## config.mk

```make
export PLATFORM = sky130hd
export DESIGN_NAME = spi_pixel_framer
export DESIGN_NICKNAME = d
export VERILOG_FILES = /design/src/rtl/spi_pixel_framer.sv
export SDC_FILE = /design/constraint.sdc
export NUM_CORES = 1
export LEC_CHECK = 0
export ABC_CLOCK_PERIOD_IN_PS = 6900
export CORE_ASPECT_RATIO = 0.8
export CORE_MARGIN = 2
export CORE_UTILIZATION = 61
export CTS_CLUSTER_DIAMETER = 150
export DETAILED_ROUTE_END_ITERATION = 7
export PLACE_DENSITY = 0.85
export SLEW_MARGIN = 0
export SYNTH_ARGS = -nofsm -noshare
export SYNTH_HDL_FRONTEND = slang
export SYNTH_SLANG_ARGS = --single-unit
```

## constraint.sdc

```tcl
create_clock -name CLOCK_50 -period 6.9 [get_ports CLOCK_50]
set_input_delay 0.69 -clock CLOCK_50 [delete_from_list [all_inputs] [get_ports CLOCK_50]]
set_output_delay 0.69 -clock CLOCK_50 [all_outputs]
set_load 0.01 [all_outputs]
```

## src/rtl/spi_pixel_framer.sv

```systemverilog
// rtl/spi_pixel_framer.sv - SPI byte stream to double-buffered per-channel LED pixel RAM framer
module spi_pixel_framer #(
  parameter int NUM_LEDS      = 256,
  parameter int NUM_CHAN      = 4,
  parameter int BYTES_PER_LED = 3,
  localparam int ADDR_W = $clog2(NUM_LEDS),
  localparam int CH_W   = (NUM_CHAN > 1) ? $clog2(NUM_CHAN) : 1,
  localparam int CNT_W  = ADDR_W + 1
) (
  input  logic                         CLOCK_50,
  input  logic                         RESET_N,
  input  logic                         ssel,
  input  logic [7:0]                   spi_data,
  input  logic                         spi_ready,
  output logic                         wr_en,
  output logic [CH_W+1+ADDR_W-1:0]     wr_addr,
  output logic [31:0]                  wr_data,
  input  logic [NUM_CHAN-1:0]          ws_reset_state,
  output logic [NUM_CHAN-1:0]          ws_bank,
  output logic [NUM_CHAN*CNT_W-1:0]    ws_count,
  output logic                         frame_done,
  output logic                         frame_err
);

  typedef enum logic [1:0] {S_IDLE, S_HEADER, S_DATA, S_DRAIN} state_t;

  state_t                  r_state;
  logic                    r_ssel_meta;
  logic                    r_ssel_sync;
  logic                    r_ssel_d;
  logic [1:0]              r_warm;
  logic                    r_armed;
  logic [CH_W-1:0]         r_ch;
  logic                    r_wbank;
  logic [CNT_W-1:0]        r_led_idx;
  logic [1:0]              r_byte_cnt;
  logic [23:0]             r_shift;
  logic                    r_wr_en;
  logic [CH_W+1+ADDR_W-1:0] r_wr_addr;
  logic [31:0]             r_wr_data;
  logic                    r_frame_done;
  logic                    r_frame_err;
  logic [NUM_CHAN-1:0]     r_disp_bank;
  logic [NUM_CHAN-1:0]     r_pending;
  logic [CNT_W-1:0]        r_count [NUM_CHAN][2];
  logic [CNT_W-1:0]        r_ws_count [NUM_CHAN];

  logic                    w_start;
  logic                    w_end;
  logic [NUM_CHAN-1:0]     w_swap;
  logic [NUM_CHAN-1:0]     w_disp_next;
  logic                    w_hdr_ok;
  logic [CH_W-1:0]         w_hdr_ch;
  logic [31:0]             w_packed;
  logic                    w_last_byte;
  logic                    w_idx_full;
  logic                    w_hdr_accept;
  logic                    w_led_write;
  logic                    w_commit;

  // Frame start is only honoured once a genuine high level of ssel has been
  // seen after reset, so a select held low across reset never opens a frame.
  assign w_start     = r_armed & r_ssel_d & ~r_ssel_sync;
  assign w_end       = r_ssel_sync & ~r_ssel_d;
  assign w_swap      = r_pending & ws_reset_state;
  assign w_disp_next = r_disp_bank ^ w_swap;
  assign w_hdr_ok    = ({24'd0, spi_data} < 32'(NUM_CHAN));
  assign w_hdr_ch    = spi_data[CH_W-1:0];
  assign w_packed    = {r_shift, spi_data};
  assign w_last_byte = (r_byte_cnt == 2'(BYTES_PER_LED - 1));
  assign w_idx_full  = (r_led_idx == CNT_W'(NUM_LEDS));
  assign w_hdr_accept = (r_state == S_HEADER) & ~w_end & spi_ready & w_hdr_ok;
  assign w_led_write  = (r_state == S_DATA) & ~w_end & spi_ready & ~w_idx_full & w_last_byte;
  assign w_commit     = (r_state == S_DATA) & w_end;

  // Two-flop ssel synchronizer, edge history and post-reset arming.
  always_ff @(posedge CLOCK_50) begin
    if (!RESET_N) begin
      r_ssel_meta <= 1'b1;
      r_ssel_sync <= 1'b1;
      r_ssel_d    <= 1'b1;
      r_warm      <= 2'b00;
      r_armed     <= 1'b0;
    end else begin
      r_ssel_meta <= ssel;
      r_ssel_sync <= r_ssel_meta;
      r_ssel_d    <= r_ssel_sync;
      r_warm      <= {r_warm[0], 1'b1};
      if (r_warm[1] && r_ssel_sync) begin
        r_armed <= 1'b1;
      end
    end
  end

  // Frame FSM: header decode, byte packing and registered write/status outputs.
  always_ff @(posedge CLOCK_50) begin
    if (!RESET_N) begin
      r_state      <= S_IDLE;
      r_ch         <= '0;
      r_wbank      <= 1'b0;
      r_led_idx    <= '0;
      r_byte_cnt   <= '0;
      r_shift      <= '0;
      r_wr_en      <= 1'b0;
      r_wr_addr    <= '0;
      r_wr_data    <= '0;
      r_frame_done <= 1'b0;
      r_frame_err  <= 1'b0;
    end else begin
      r_wr_en      <= 1'b0;
      r_frame_done <= 1'b0;
      case (r_state)
        S_IDLE: begin
          if (w_start) begin
            r_state    <= S_HEADER;
            r_led_idx  <= '0;
            r_byte_cnt <= '0;
            r_shift    <= '0;
          end
        end
        S_HEADER: begin
          if (w_end) begin
            r_state <= S_IDLE;
          end else if (spi_ready) begin
            if (w_hdr_ok) begin
              r_ch    <= w_hdr_ch;
              r_wbank <= ~w_disp_next[w_hdr_ch];
              r_state <= S_DATA;
            end else begin
              r_frame_err <= 1'b1;
              r_state     <= S_DRAIN;
            end
          end
        end
        S_DATA: begin
          if (w_end) begin
            r_frame_done <= 1'b1;
            r_state      <= S_IDLE;
          end else if (spi_ready) begin
            if (w_idx_full) begin
              r_frame_err <= 1'b1;
            end else if (w_last_byte) begin
              r_wr_en    <= 1'b1;
              r_wr_addr  <= {r_ch, r_wbank, r_led_idx[ADDR_W-1:0]};
              r_wr_data  <= w_packed;
              r_led_idx  <= r_led_idx + 1'b1;
              r_byte_cnt <= '0;
              r_shift    <= '0;
            end else begin
              r_shift    <= w_packed[23:0];
              r_byte_cnt <= r_byte_cnt + 1'b1;
            end
          end
        end
        S_DRAIN: begin
          if (w_end) begin
            r_state <= S_IDLE;
          end
        end
        default: r_state <= S_IDLE;
      endcase
    end
  end

  // Per-channel bank swap, pending flag and per-bank LED counts.
  always_ff @(posedge CLOCK_50) begin
    if (!RESET_N) begin
      r_disp_bank <= '0;
      r_pending   <= '0;
      for (int c = 0; c < NUM_CHAN; c++) begin
        r_count[c][0] <= '0;
        r_count[c][1] <= '0;
        r_ws_count[c] <= '0;
      end
    end else begin
      for (int c = 0; c < NUM_CHAN; c++) begin
        if (w_swap[c]) begin
          r_disp_bank[c] <= ~r_disp_bank[c];
          r_pending[c]   <= 1'b0;
          r_ws_count[c]  <= r_count[c][~r_disp_bank[c]];
        end
        if (w_hdr_accept && (w_hdr_ch == CH_W'(c))) begin
          r_pending[c] <= 1'b0;
          r_count[c][~w_disp_next[c]] <= '0;
        end
        if (w_led_write && (r_ch == CH_W'(c)) &&
            (r_count[c][r_wbank] != CNT_W'(NUM_LEDS))) begin
          r_count[c][r_wbank] <= r_count[c][r_wbank] + 1'b1;
        end
        if (w_commit && (r_ch == CH_W'(c))) begin
          r_pending[c] <= 1'b1;
        end
      end
    end
  end

  genvar g;
  generate
    for (g = 0; g < NUM_CHAN; g++) begin : g_cnt
      assign ws_count[g*CNT_W +: CNT_W] = r_ws_count[g];
    end
  endgenerate

  assign ws_bank    = r_disp_bank;
  assign wr_en      = r_wr_en;
  assign wr_addr    = r_wr_addr;
  assign wr_data    = r_wr_data;
  assign frame_done = r_frame_done;
  assign frame_err  = r_frame_err;

endmodule

```

==> summary.md, run 1 <==
| Metric | Value |
|---|---|
| Initial core utilization | 0.617 |
| Final setup violation count | 0 |
| Horizontal die dimension | approximately 140 um |
| Multi-input gate area | 4210 um^2 |
| Number of hold-slack violations in the final timing report | 0 |
| Filler Cells Inserted | about 1100 |
| # Post-CTS Setup Buffers | 0 |
| Number of standard cells after synthesis | roughly 1000 |
| Synth top cells by count | sky130_fd_sc_hd__nand2_1, sky130_fd_sc_hd__dfxtp_1, sky130_fd_sc_hd__nor2_1 |
| Mapped Avg Cell Area | around 9.7 um^2 |
| Sum of routed wire length over all layers | between 20000 and 25000 um |
| Cell taking the most area after synthesis | sky130_fd_sc_hd__edfxtp_1 |
| Total GRT Usage | 0.275 |
| Pleak | 3.69 nW |
| Worst-Margin Slew | 1320 ps |
| Number of flops mapped to enable cells by yosys | 90 |
| Final routed DRC violation total | 0 |
| Number of clock sinks | between 200 and 250 |
| Placeable core region | 15600 um^2 |
| Worst min path class | reg2reg |
| Dominant register cell in the synthesized netlist | sky130_fd_sc_hd__dfxtp_1 |
| Number of global-route vias before repair | ~7200 |
| Hold-fix buffer count after cts | 0 |
| Number of gates resized after cts | 0 |
| Gate family responsible for the most delay along the worst path | buffers and inverters |
| DIE AREA | about 17000 um^2 |
| Largest net degree at the start of global routing | 77 |
| Global-route wire length before repair | roughly 37000 um |
| Largest cells by area after synthesis | sky130_fd_sc_hd__edfxtp_1, sky130_fd_sc_hd__dfxtp_1, sky130_fd_sc_hd__nand2_1, sky130_fd_sc_hd__mux2i_1, sky130_fd_sc_hd__a21oi_1 |
| Run status | finished, final reports clean |
| Average wire per cell in the routed design | 17.8 um |
| Period minus WS final | approximately 3700 ps |
| Worst skew pair latency | around 500 ps |
| Critical path type | in2reg |
| Via-to-Cell Ratio | between 6 and 7 |
| Initial DRT Pass Iterations | 7 |
| Detailed placement HPWL | between 15000 and 20000 um |
| Initial detailed-routing violation count | 890 |
| Cell area after technology mapping | roughly 9600 um^2 |
| Delay contributed by the slowest stage of the critical path | 690 ps |
| CTS tree | built |
| Floorplan die height | 116 um |
| CTS Root Buffer Type | sky130_fd_sc_hd__clkbuf_16 |
| Yosys warning count | 0 |
| FF+latch count, synth | roughly 210 |
| Slew Viols, Final | 0 |
| Sequential cell area | 5070 um^2 |
| Tightest hold margin | 421 ps |
| Crit start category | input pin |
| Net count of the mapped netlist | approximately 1000 |
| Clock transition at the registers of the reported paths | about 60 ps |
| Vias after detailed routing | about 8000 |
| Antenna diode count | 0 |
| RSZ-0062 raised after global routing | false |
| Global route total overflow | 0 |
| Fmax | between 0.2 and 0.3 GHz |
| Nets | between 1000 and 1500 |
| PortBufs | between 100 and 150 |
| WP buf/inv | 4 |
| CP max stage cell | sky130_fd_sc_hd__nor4_2 |
| Largest vdd supply drop | approximately 0.18 mV |
| P&R area growth vs syn | 18.7% |
| Max Root-Sink Buffers | 3 |
| Headroom to the max-slew limit | 0.106 |
| Clock buffers created by TritonCTS | 21 |
| Critical path data arrival time | approximately 3800 ps |
| Final antenna-violating net count | 0 |
| Asr flop ratio synth | 0 |
| Most Frequent Cell on Critical Path | sky130_fd_sc_hd__buf_4 |
| CP Max Fanout | 76 |
| Required @ worst endpoint | approximately 7000 ps |
| I/O pin cnt | 102 |
| Pwr dens | about 230 nW/um^2 |
| Post-synthesis sequential area ratio | 0.527 |
| Routability congestion estimate from global placement | roughly 0.89 |
| Count leader, synth | sky130_fd_sc_hd__nand2_1 |
| Area share of the leading cell type in the synthesized netlist | 0.281 |
| Final setup TNS | 0 ps |
| Fraction of layout cells with a size suffix above 1 | 0.0506 |
| Number of antenna violations at the first check in global routing | 0 |
| Final Cycle Share | 0.537 |
| Number of library cell types mapped by synthesis | between 60 and 70 |
| CTS H-Tree Depth | 1 |
| Critical path, cell by cell | clkdlybuf4s50_1 > buf_4 > inv_2 > buf_4 > nor4_2 > nand3_1 > o211ai_1 |
| Max-capacitance violation count | 0 |
| Number of rows created at floorplan | 41 |
| Final worst clock skew | about 7.4 ps |
| Critical Path End Type | register |
[logic make-up (layout without fill, tap and decap cells)]
kind of cell    after synthesis  in the layout  synth area share
compound gates              170            170             0.109
xor+xnor                     43             43            0.0392
fa+ha+maj                    10             10            0.0130
buf+inv                      76            169            0.0363
flops                       208            208             0.527
mux                          55             55            0.0574
simple gates                433            433             0.218
[where the power goes]
part,internal [mW],switching [mW],leakage (nW),total [mW]
Combinational,0.0365,0.0554,1.45,0.0919
Clock,0.743,0.458,0.357,1.20
Sequential,1.30,0.0186,1.88,1.32
Total,2.08,0.532,3.69,2.61
[metal layers]
layer,vias up,global-route usage,part of all wire
met5,-,0,0
met4,0,0.0757,0.018
met3,34,0.0459,0.075
met2,367,0.421,0.46
met1,3777,0.409,0.45
li1,3693,-,-
[area by class of cell]
cell class                 count  area share
multi-input combinational    711       0.368
clock inverter                 4     0.00833
inverter                      25     0.00822
tap                          215      0.0236
sequential                   208       0.444
clock buffer                  33      0.0555
timing repair buffer         107      0.0925
[path summary, 6_finish.rpt]
path | start | endpoint | slack (ps) | depth (start not counted)
min | r_ssel_meta | r_ssel_sync | 420 | 1
min reg2reg | r_ssel_meta | r_ssel_sync | 420 | 1
max | RESET_N | r_count[2][8] | 3190 | 7
max reg2reg | r_wbank | r_count[0][8] | 3260 | 8
[through the flow]
step | utilization | worst slack (ps) | area, um^2 | cells | total power, mW
finish | 0.732 | 3190 | 11400 | 1303 | 2.61
global route | 0.732 | 2970 | 11400 | 1303 | 2.68
CTS | 0.732 | 3260 | 11400 | 1303 | 2.62
detailed placement | 0.685 | 2750 | 10700 | 1266 | 1.44
global placement | 0.685 | 2830 | 10700 | 1266 | 1.43
floorplan | - | 3540 | 9620 | 995 | 1.39
[state kept, by name, summed over array words and instances, names as in the netlist, 2 cells and up]
register and cells:
r_shift 24, ws_bank 4, r_warm 2, r_pending 4, r_byte_cnt 2, wr_addr 11, r_led_idx 9, r_ch 2
wr_data 32, r_ws_count 36, r_state 2, r_count 72
[cell usage in the layout, fill, tap and decap left out, types with 3 or more instances in the layout]
master and n:
sky130_fd_sc_hd__and2_1 4, sky130_fd_sc_hd__xnor2_1 28, sky130_fd_sc_hd__nand3b_1 12, sky130_fd_sc_hd__nor2b_1 5, sky130_fd_sc_hd__clkbuf_1 7, sky130_fd_sc_hd__or3_1 6
sky130_fd_sc_hd__inv_1 23, sky130_fd_sc_hd__clkbuf_16 23, sky130_fd_sc_hd__a32o_1 3, sky130_fd_sc_hd__nand3_1 62, sky130_fd_sc_hd__a21oi_1 100, sky130_fd_sc_hd__clkdlybuf4s50_1 101
sky130_fd_sc_hd__nand2b_1 10, sky130_fd_sc_hd__dfxtp_1 117, sky130_fd_sc_hd__nor4_1 3, sky130_fd_sc_hd__edfxtp_1 90, sky130_fd_sc_hd__o311ai_1 3, sky130_fd_sc_hd__a221oi_1 4
sky130_fd_sc_hd__or4_1 15, sky130_fd_sc_hd__nand4_1 5, sky130_fd_sc_hd__xor2_1 15, sky130_fd_sc_hd__buf_4 6, sky130_fd_sc_hd__bufinv_16 3, sky130_fd_sc_hd__o21ai_0 16
sky130_fd_sc_hd__nor4b_1 10, sky130_fd_sc_hd__and3_1 5, sky130_fd_sc_hd__ha_1 10, sky130_fd_sc_hd__nor2_1 115, sky130_fd_sc_hd__nand2_1 156, sky130_fd_sc_hd__o31ai_1 5
sky130_fd_sc_hd__o211ai_1 9, sky130_fd_sc_hd__nor3_1 6, sky130_fd_sc_hd__mux2i_1 54, sky130_fd_sc_hd__o2111ai_1 3, sky130_fd_sc_hd__a31oi_1 3
Note: power is estimated with default switching activity, not from simulation.
==> run 2: changes to the inputs <==
--- a/config.mk
+++ b/config.mk
@@ -5,13 +5,13 @@
 export SDC_FILE = /design/constraint.sdc
 export NUM_CORES = 1
 export LEC_CHECK = 0
-export ABC_CLOCK_PERIOD_IN_PS = 6900
+export ABC_CLOCK_PERIOD_IN_PS = 3160
 export CORE_ASPECT_RATIO = 0.8
 export CORE_MARGIN = 2
-export CORE_UTILIZATION = 61
+export CORE_UTILIZATION = 51
 export CTS_CLUSTER_DIAMETER = 150
 export DETAILED_ROUTE_END_ITERATION = 7
-export PLACE_DENSITY = 0.85
+export PLACE_DENSITY = 0.76
 export SLEW_MARGIN = 0
 export SYNTH_ARGS = -nofsm -noshare
 export SYNTH_HDL_FRONTEND = slang
==> constraint.sdc (replaced) <==
create_clock -name CLOCK_50 -period 3.16 [get_ports CLOCK_50]
set_input_delay 0.316 -clock CLOCK_50 [delete_from_list [all_inputs] [get_ports CLOCK_50]]
set_output_delay 0.316 -clock CLOCK_50 [all_outputs]
set_load 0.01 [all_outputs]
==> run 2 against run 1 <==
Against the previous run:
- global-route usage shrank 4.7 points
- clock skew grew 3.2 ps
- hold slack lost 8.2 ps
- sequential power grew 120%
- critical path depth is the same
- first-iteration DRC count shrank 12%
- count of clock-buffer cells in the layout shrank 1
- core utilization shrank 9.8 points
- die area grew 19%
- largest cell class unchanged
- largest power group unchanged
- highest routed layer unchanged
==> summary.md, run 2 (same netlist as run 1, synthesis figures left out) <==
| Metric | Value |
|---|---|
| Commonest cells after routing, fill and taps aside | sky130_fd_sc_hd__nand2_1, sky130_fd_sc_hd__dfxtp_1, sky130_fd_sc_hd__nor2_1 |
| Required @ worst endpoint | 3590 ps (-3430 ps) |
| Final setup TNS | 0 ps (unchanged) |
| Largest vdd supply drop | 0.276 mV (+55%) |
| Global route total overflow | 0 (unchanged) |
| Total GRT Usage | 0.228 (-0.0467) |
| Reg-to-reg slack, setup | 470 ps (-2790 ps) |
| Clock buffers created by TritonCTS | 21 (unchanged) |
| Largest net degree at the start of global routing | 47 (-39%) |
| Vias after detailed routing | 7703 (-2.1%) |
| Period minus WS final | approximately 2700 ps |
| CP Max Fanout | 16 (-79%) |
| Worst min path class | reg2reg |
| Clock transition at the registers of the reported paths | 60 ps (about the same) |
| Number of global-route vias before repair | 7146 (-0.22%) |
| Most common cell after layout, fill and taps aside | sky130_fd_sc_hd__nand2_1 |
| Worst-Margin Slew | 678 ps (-642 ps) |
| RSZ-0062 raised after global routing | false |
| Number of hold-slack violations in the final timing report | 0 (unchanged) |
| Final Cycle Share | 0.850 |
| Routability congestion estimate from global placement | 0.884 (-0.77%) |
| Flip-flop count of the largest register, all copies and words added | 72 (unchanged) |
| Detailed placement HPWL | 15800 um (+2.1%) |
| Final antenna-violating net count | 0 (unchanged) |
| Pwr dens | 479 nW/um^2 (+110%) |
| Pleak | 3.81 nW (+3.2%) |
| Global-route wire length before repair | 37200 um (+0.62%) |
| Horizontal die dimension | 158 um (+9.1%) |
| Number of rows created at floorplan | 44 (+7.3%) |
| Number of gates resized after cts | 0 (unchanged) |
| Antenna diode count | 0 (unchanged) |
| Number of antenna violations at the first check in global routing | 0 (unchanged) |
| P&R area growth vs syn | 20.9% |
| Critical path data arrival time | 3120 ps (-710 ps) |
| Worst Hold Launch | r_ssel_meta |
| Design Power | 5.56 mW (+110%) |
| Max-capacitance violation count | 0 (unchanged) |
| Nets | 1122 (+2.0%) |
| CTS tree | built |
| Initial DRT Pass Iterations | 6 (-1) |
| Final setup violation count | 0 (unchanged) |
| Fraction of layout cells with a size suffix above 1 | 0.0721 (+0.0215) |
| Placeable core region | 18300 um^2 (+18%) |
| Sum of routed wire length over all layers | 22800 um (-1.4%) |
| PortBufs | 101 (unchanged) |
| Final standard cell count with taps included and fillers excluded | 1363 (+4.6%) |
| Slew Viols, Final | 0 (unchanged) |
| Worst-case reg-to-reg path depth | 7 (-1) |
| # Post-CTS Setup Buffers | 0 (unchanged) |
| Initial detailed-routing violation count | 783 (-12%) |
| Headroom to the max-slew limit | 0.547 (+0.441) |
| Critical Path End Type | register |
| Critical path type | reg2reg |
| Worst skew pair latency | 500 ps (about the same) |
| Number of clock sinks | 208 (unchanged) |
| Initial core utilization | 0.525 (-0.0921) |
| Filler Cells Inserted | 1477 (+36%) |
| Reg-to-Reg Start | r_led_idx[0] |
| Biggest register | r_count |
| Hold depth | 1 (unchanged) |
| Tightest hold margin | 413 ps (-8.16 ps) |
| Hold-fix buffer count after cts | 0 (unchanged) |
| Fmax | 0.372 GHz |
| CTS Root Buffer Type | sky130_fd_sc_hd__clkbuf_16 |
| Run status | finished, final reports clean |
| Placed cells | 1326 (+4.7%) |
| Final routed DRC violation total | 0 (unchanged) |
| Floorplan die height | 127 um (+9.0%) |
| Sequential cell area | 5070 um^2 (unchanged) |
| Average wire per cell in the routed design | 16.7 um (-5.8%) |
| Capture endpoint of the worst hold path | r_ssel_sync |
| Multi-input gate area | 4210 um^2 (unchanged) |
| Crit start category | register |
| CTS H-Tree Depth | 1 (unchanged) |
| Worst R2R End | r_count[0][6] |
| Via-to-Cell Ratio | 5.65 (-6.4%) |
| I/O pin cnt | 102 (unchanged) |
| Max Root-Sink Buffers | 3 (unchanged) |
| DIE AREA | 20000 um^2 (+19%) |
| Final worst clock skew | 10.5 ps (+3.18 ps) |
==> run 2: changes by cell type in the layout (fill, tap and decap cells not counted), sizes merged <==
cell    delta
clkinv     +1
bufinv     -3
inv        +3
buf       +22
clkbuf     -1
==> run 2: metal layers <==
layer,part of all wire,vias to the layer above,global-route usage
met4,0.018,0,0.0492
met2,0.44,274,0.344
met1,0.47,3656,0.346
met3,0.071,32,0.0376
li1,-,3741,-
met5,0,-,0
==> run 2: worst max-delay path: stages (launching register included) <==
cell                        delay (ps)
sky130_fd_sc_hd__dfxtp_1           410
sky130_fd_sc_hd__inv_1             110
sky130_fd_sc_hd__ha_1              200
sky130_fd_sc_hd__nand4bb_1         210
sky130_fd_sc_hd__o2111a_1          660
sky130_fd_sc_hd__nand4_4           310
sky130_fd_sc_hd__or4_1             570
sky130_fd_sc_hd__a21oi_1           140
==> run 2: report_power, final <==
part           internal [mW]  switching (mW)  total (mW)
clock                   1.46            1.02        2.48
combinational         0.0844           0.121       0.206
sequential              2.84          0.0387        2.88
==> run 2: how the worst max path moves through the flow <==
stage                      to  depth (start not counted)         start
6_report        r_count[0][6]                          7  r_led_idx[0]
5_1_grt         r_count[0][5]                          7  r_led_idx[0]
4_1_cts         r_count[0][6]                          7  r_led_idx[0]
3_5_place_dp   r_count[2][10]                          7   spi_data[7]
3_3_place_gp   r_count[2][10]                          7   spi_data[7]
2_1_floorplan   r_count[3][0]                          4   spi_data[7]
==> run 2: final cells by class <==
cell class,count,share of cell area
clock buffers,32,0.0576
multi-input cells,711,0.362
flip-flops and latches,208,0.436
inverters,25,0.00807
repair buffers,129,0.107
well taps,253,0.0272
clock inverters,5,0.00248
==> run 2: stage by stage <==
step | cell area (um^2) | util | setup slack (ps)
after floorplan | 9620 | - | 173
after global placement | 10900 | 0.596 | 291
after detailed placement | 10900 | 0.596 | 256
after CTS | 11600 | 0.634 | 499
after global routing | 11600 | 0.634 | 283
final | 11600 | 0.634 | 473
==> run 3: changes to the inputs <==
--- a/config.mk
+++ b/config.mk
@@ -6,13 +6,15 @@
 export NUM_CORES = 1
 export LEC_CHECK = 0
 export ABC_CLOCK_PERIOD_IN_PS = 3160
+export CELL_PAD_IN_SITES_DETAIL_PLACEMENT = 0
+export CELL_PAD_IN_SITES_GLOBAL_PLACEMENT = 1
 export CORE_ASPECT_RATIO = 0.8
 export CORE_MARGIN = 2
-export CORE_UTILIZATION = 51
+export CORE_UTILIZATION = 40
 export CTS_CLUSTER_DIAMETER = 150
 export DETAILED_ROUTE_END_ITERATION = 7
-export PLACE_DENSITY = 0.76
-export SLEW_MARGIN = 0
+export HOLD_SLACK_MARGIN = 0.05
+export PLACE_DENSITY_LB_ADDON = 0.1
 export SYNTH_ARGS = -nofsm -noshare
 export SYNTH_HDL_FRONTEND = slang
 export SYNTH_SLANG_ARGS = --single-unit
==> run 3 against run 2 <==
Against the previous run:
- first-iteration DRC count is 28% lower
- clock power is 6% higher
- global-route usage is 3.4 points lower
- core utilization is 13 points lower
- largest power group unchanged
- highest routed layer unchanged
==> summary.md, run 3 (same netlist as run 1, synthesis figures left out) <==
| Metric | Value |
|---|---|
| CP Max Fanout | 10 (-6) |
| Most Frequent Cell on Critical Path | sky130_fd_sc_hd__buf_4 |
| CTS Root Buffer Type | sky130_fd_sc_hd__clkbuf_16 |
| Placeable core region | 23500 um^2 (+28%) |
| Initial detailed-routing violation count | 565 (-28%) |
| Crit path from | r_led_idx[0] |
| Destination of the critical timing path | r_count[1][16] |
| Flip-flop count of the largest register, all copies and words added | 72 (unchanged) |
| Commonest cells after routing, fill and taps aside | sky130_fd_sc_hd__nand2_1, sky130_fd_sc_hd__dfxtp_1, sky130_fd_sc_hd__nor2_1 |
| Average wire per cell in the routed design | 17.0 um (+1.5%) |
| Crit start category | register |
| Via-to-Cell Ratio | 5.23 (-7.5%) |
| P&R area growth vs syn | 22.1% |
| Most common cell after layout, fill and taps aside | sky130_fd_sc_hd__nand2_1 |
| Fmax | 0.388 GHz (+4.3%) |
| Period minus WS final | 2580 ps (-112 ps) |
| WP buf/inv | 3 (+2) |
| Critical path data arrival time | 2780 ps (-340 ps) |
| # Post-CTS Setup Buffers | 0 (unchanged) |
| Global-route wire length before repair | 39400 um (+6.1%) |
| CTS tree | built |
| Number of global-route vias before repair | 7031 (-1.6%) |
| Final worst clock skew | 9.01 ps (-1.52 ps) |
| Floorplan die height | 143 um (+13%) |
| Initial DRT Pass Iterations | 5 (-1) |
| Largest vdd supply drop | 0.320 mV (+16%) |
| Final Cycle Share | 0.815 (-0.0353) |
| Worst Hold Launch | ssel |
| Hold-fix buffer count after cts | 0 (unchanged) |
| Levels on crit path | 9 (+2) |
| Fraction of layout cells with a size suffix above 1 | 0.0762 (+0.00409) |
| PortBufs | 101 (unchanged) |
| Fin worst setup slack | 584 ps (+112 ps) |
| Critical path, cell by cell | inv_1 > ha_1 > nand4bb_1 > o2111ai_4 > nor4_2 > buf_4 > nand3_2 > o311ai_1 > buf_4 |
| Final routed DRC violation total | 0 (unchanged) |
| Number of gates resized after cts | 0 (unchanged) |
| Total GRT Usage | 0.194 (-0.0345) |
| Filler Cells Inserted | 2257 (+53%) |
| Headroom to the max-slew limit | 0.415 (-0.132) |
| Clock buffers created by TritonCTS | 23 (+9.5%) |
| Tightest hold margin | 372 ps (-40.3 ps) |
| Reg-to-reg slack, setup | 580 ps (+110 ps) |
| Worst R2R End | r_count[1][16] |
| Largest net degree at the start of global routing | 74 (+57%) |
| Sum of routed wire length over all layers | 24300 um (+6.3%) |
| Antenna diode count | 0 (unchanged) |
| Nets | 1126 (+0.36%) |
| I/O pin cnt | 102 (unchanged) |
| Design area | 11700 um^2 (+1.0%) |
| Post-place instance area | 11000 um^2 (+0.72%) |
| Pwr dens | 487 nW/um^2 (+1.7%) |
| Detailed placement HPWL | 16400 um (+3.9%) |
| Global route total overflow | 0 (unchanged) |
| Vias after detailed routing | 7465 (-3.1%) |
| Initial core utilization | 0.409 (-0.116) |
| RSZ-0062 raised after global routing | false |
| Max-capacitance violation count | 0 (unchanged) |
| Worst skew pair latency | 510 ps (about the same) |
| DIE AREA | 25300 um^2 (+27%) |
| Worst min path class | in2reg |
| Final setup violation count | 0 (unchanged) |
| Delay contributed by the slowest stage of the critical path | 390 ps (-270 ps) |
| Biggest register | r_count |
| Pleak | 3.83 nW (+0.48%) |
| Final setup TNS | 0 ps (unchanged) |
| Sequential cell area | 5070 um^2 (unchanged) |
| Worst slack after detailed placement | 306 ps (+50.3 ps) |
| Routability congestion estimate from global placement | 0.790 (-11%) |
| Slew Viols, Final | 0 (unchanged) |
| Max Root-Sink Buffers | 3 (unchanged) |
| Critical Path End Type | register |
| Number of hold-slack violations in the final timing report | 0 (unchanged) |
| Gate family responsible for the most delay along the worst path | simple AND/OR/NAND/NOR gates |
| Critical path type | reg2reg |
| Number of antenna violations at the first check in global routing | 0 (unchanged) |
| Required @ worst endpoint | 3370 ps (-220 ps) |
| Worst-case reg-to-reg path depth | 9 (+2) |
| Number of rows created at floorplan | 50 (+14%) |
| CTS H-Tree Depth | 1 (unchanged) |
| Final antenna-violating net count | 0 (unchanged) |
| Worst-Margin Slew | 875 ps (+197 ps) |
| Number of clock sinks | 208 (unchanged) |
| CP max stage cell | sky130_fd_sc_hd__dfxtp_1 |
| Run status | finished, final reports clean |
| Multi-input gate area | 4210 um^2 (about the same) |
| Horizontal die dimension | 177 um (+13%) |
| Reg-to-Reg Start | r_led_idx[0] |
| Clock transition at the registers of the reported paths | 60 ps (about the same) |
[run 3: metrics by stage]
step | instances | util | power, mW
floorplan | 995 | - | 3.04
global placement | 1387 | 0.468 | 3.15
detailed placement | 1387 | 0.468 | 3.15
CTS | 1428 | 0.499 | 5.78
global route | 1428 | 0.499 | 5.91
finish | 1428 | 0.499 | 5.72
[run 3: final cells by class]
class	count	area share
Clock inverter	3	0.00128
Tap cell	312	0.0332
Timing Repair Buffer	131	0.106
Inverter	25	0.00799
Clock buffer	38	0.0617
Sequential cell	208	0.431
Multi-Input combinational cell	711	0.358
[run 3: report_power, final]
group	internal, mW	leakage [nW]	switching (mW)
logic	0.0841	1.58	0.123
clock network	1.56	0.369	1.07
registers	2.84	1.88	0.0381
total	4.48	3.83	1.24
[run 3: how the worst min path moves through the flow]
| stage | endpoint | cells past startpoint |
|---|---|---|
| after floorplan | r_warm[0] | 0 |
| after global placement | r_ssel_sync | 1 |
| after detailed placement | r_ssel_sync | 1 |
| after CTS | r_ssel_meta | 2 |
| after global routing | r_ssel_meta | 2 |
| final | r_ssel_meta | 2 |
[run 3: per-layer routing]
metal	up-vias	part of all wire	track usage
li1	3740	-	-
met1	3521	0.52	0.306
met2	173	0.42	0.279
met3	31	0.042	0.0266
met4	0	0.017	0.0410
met5	-	0	0
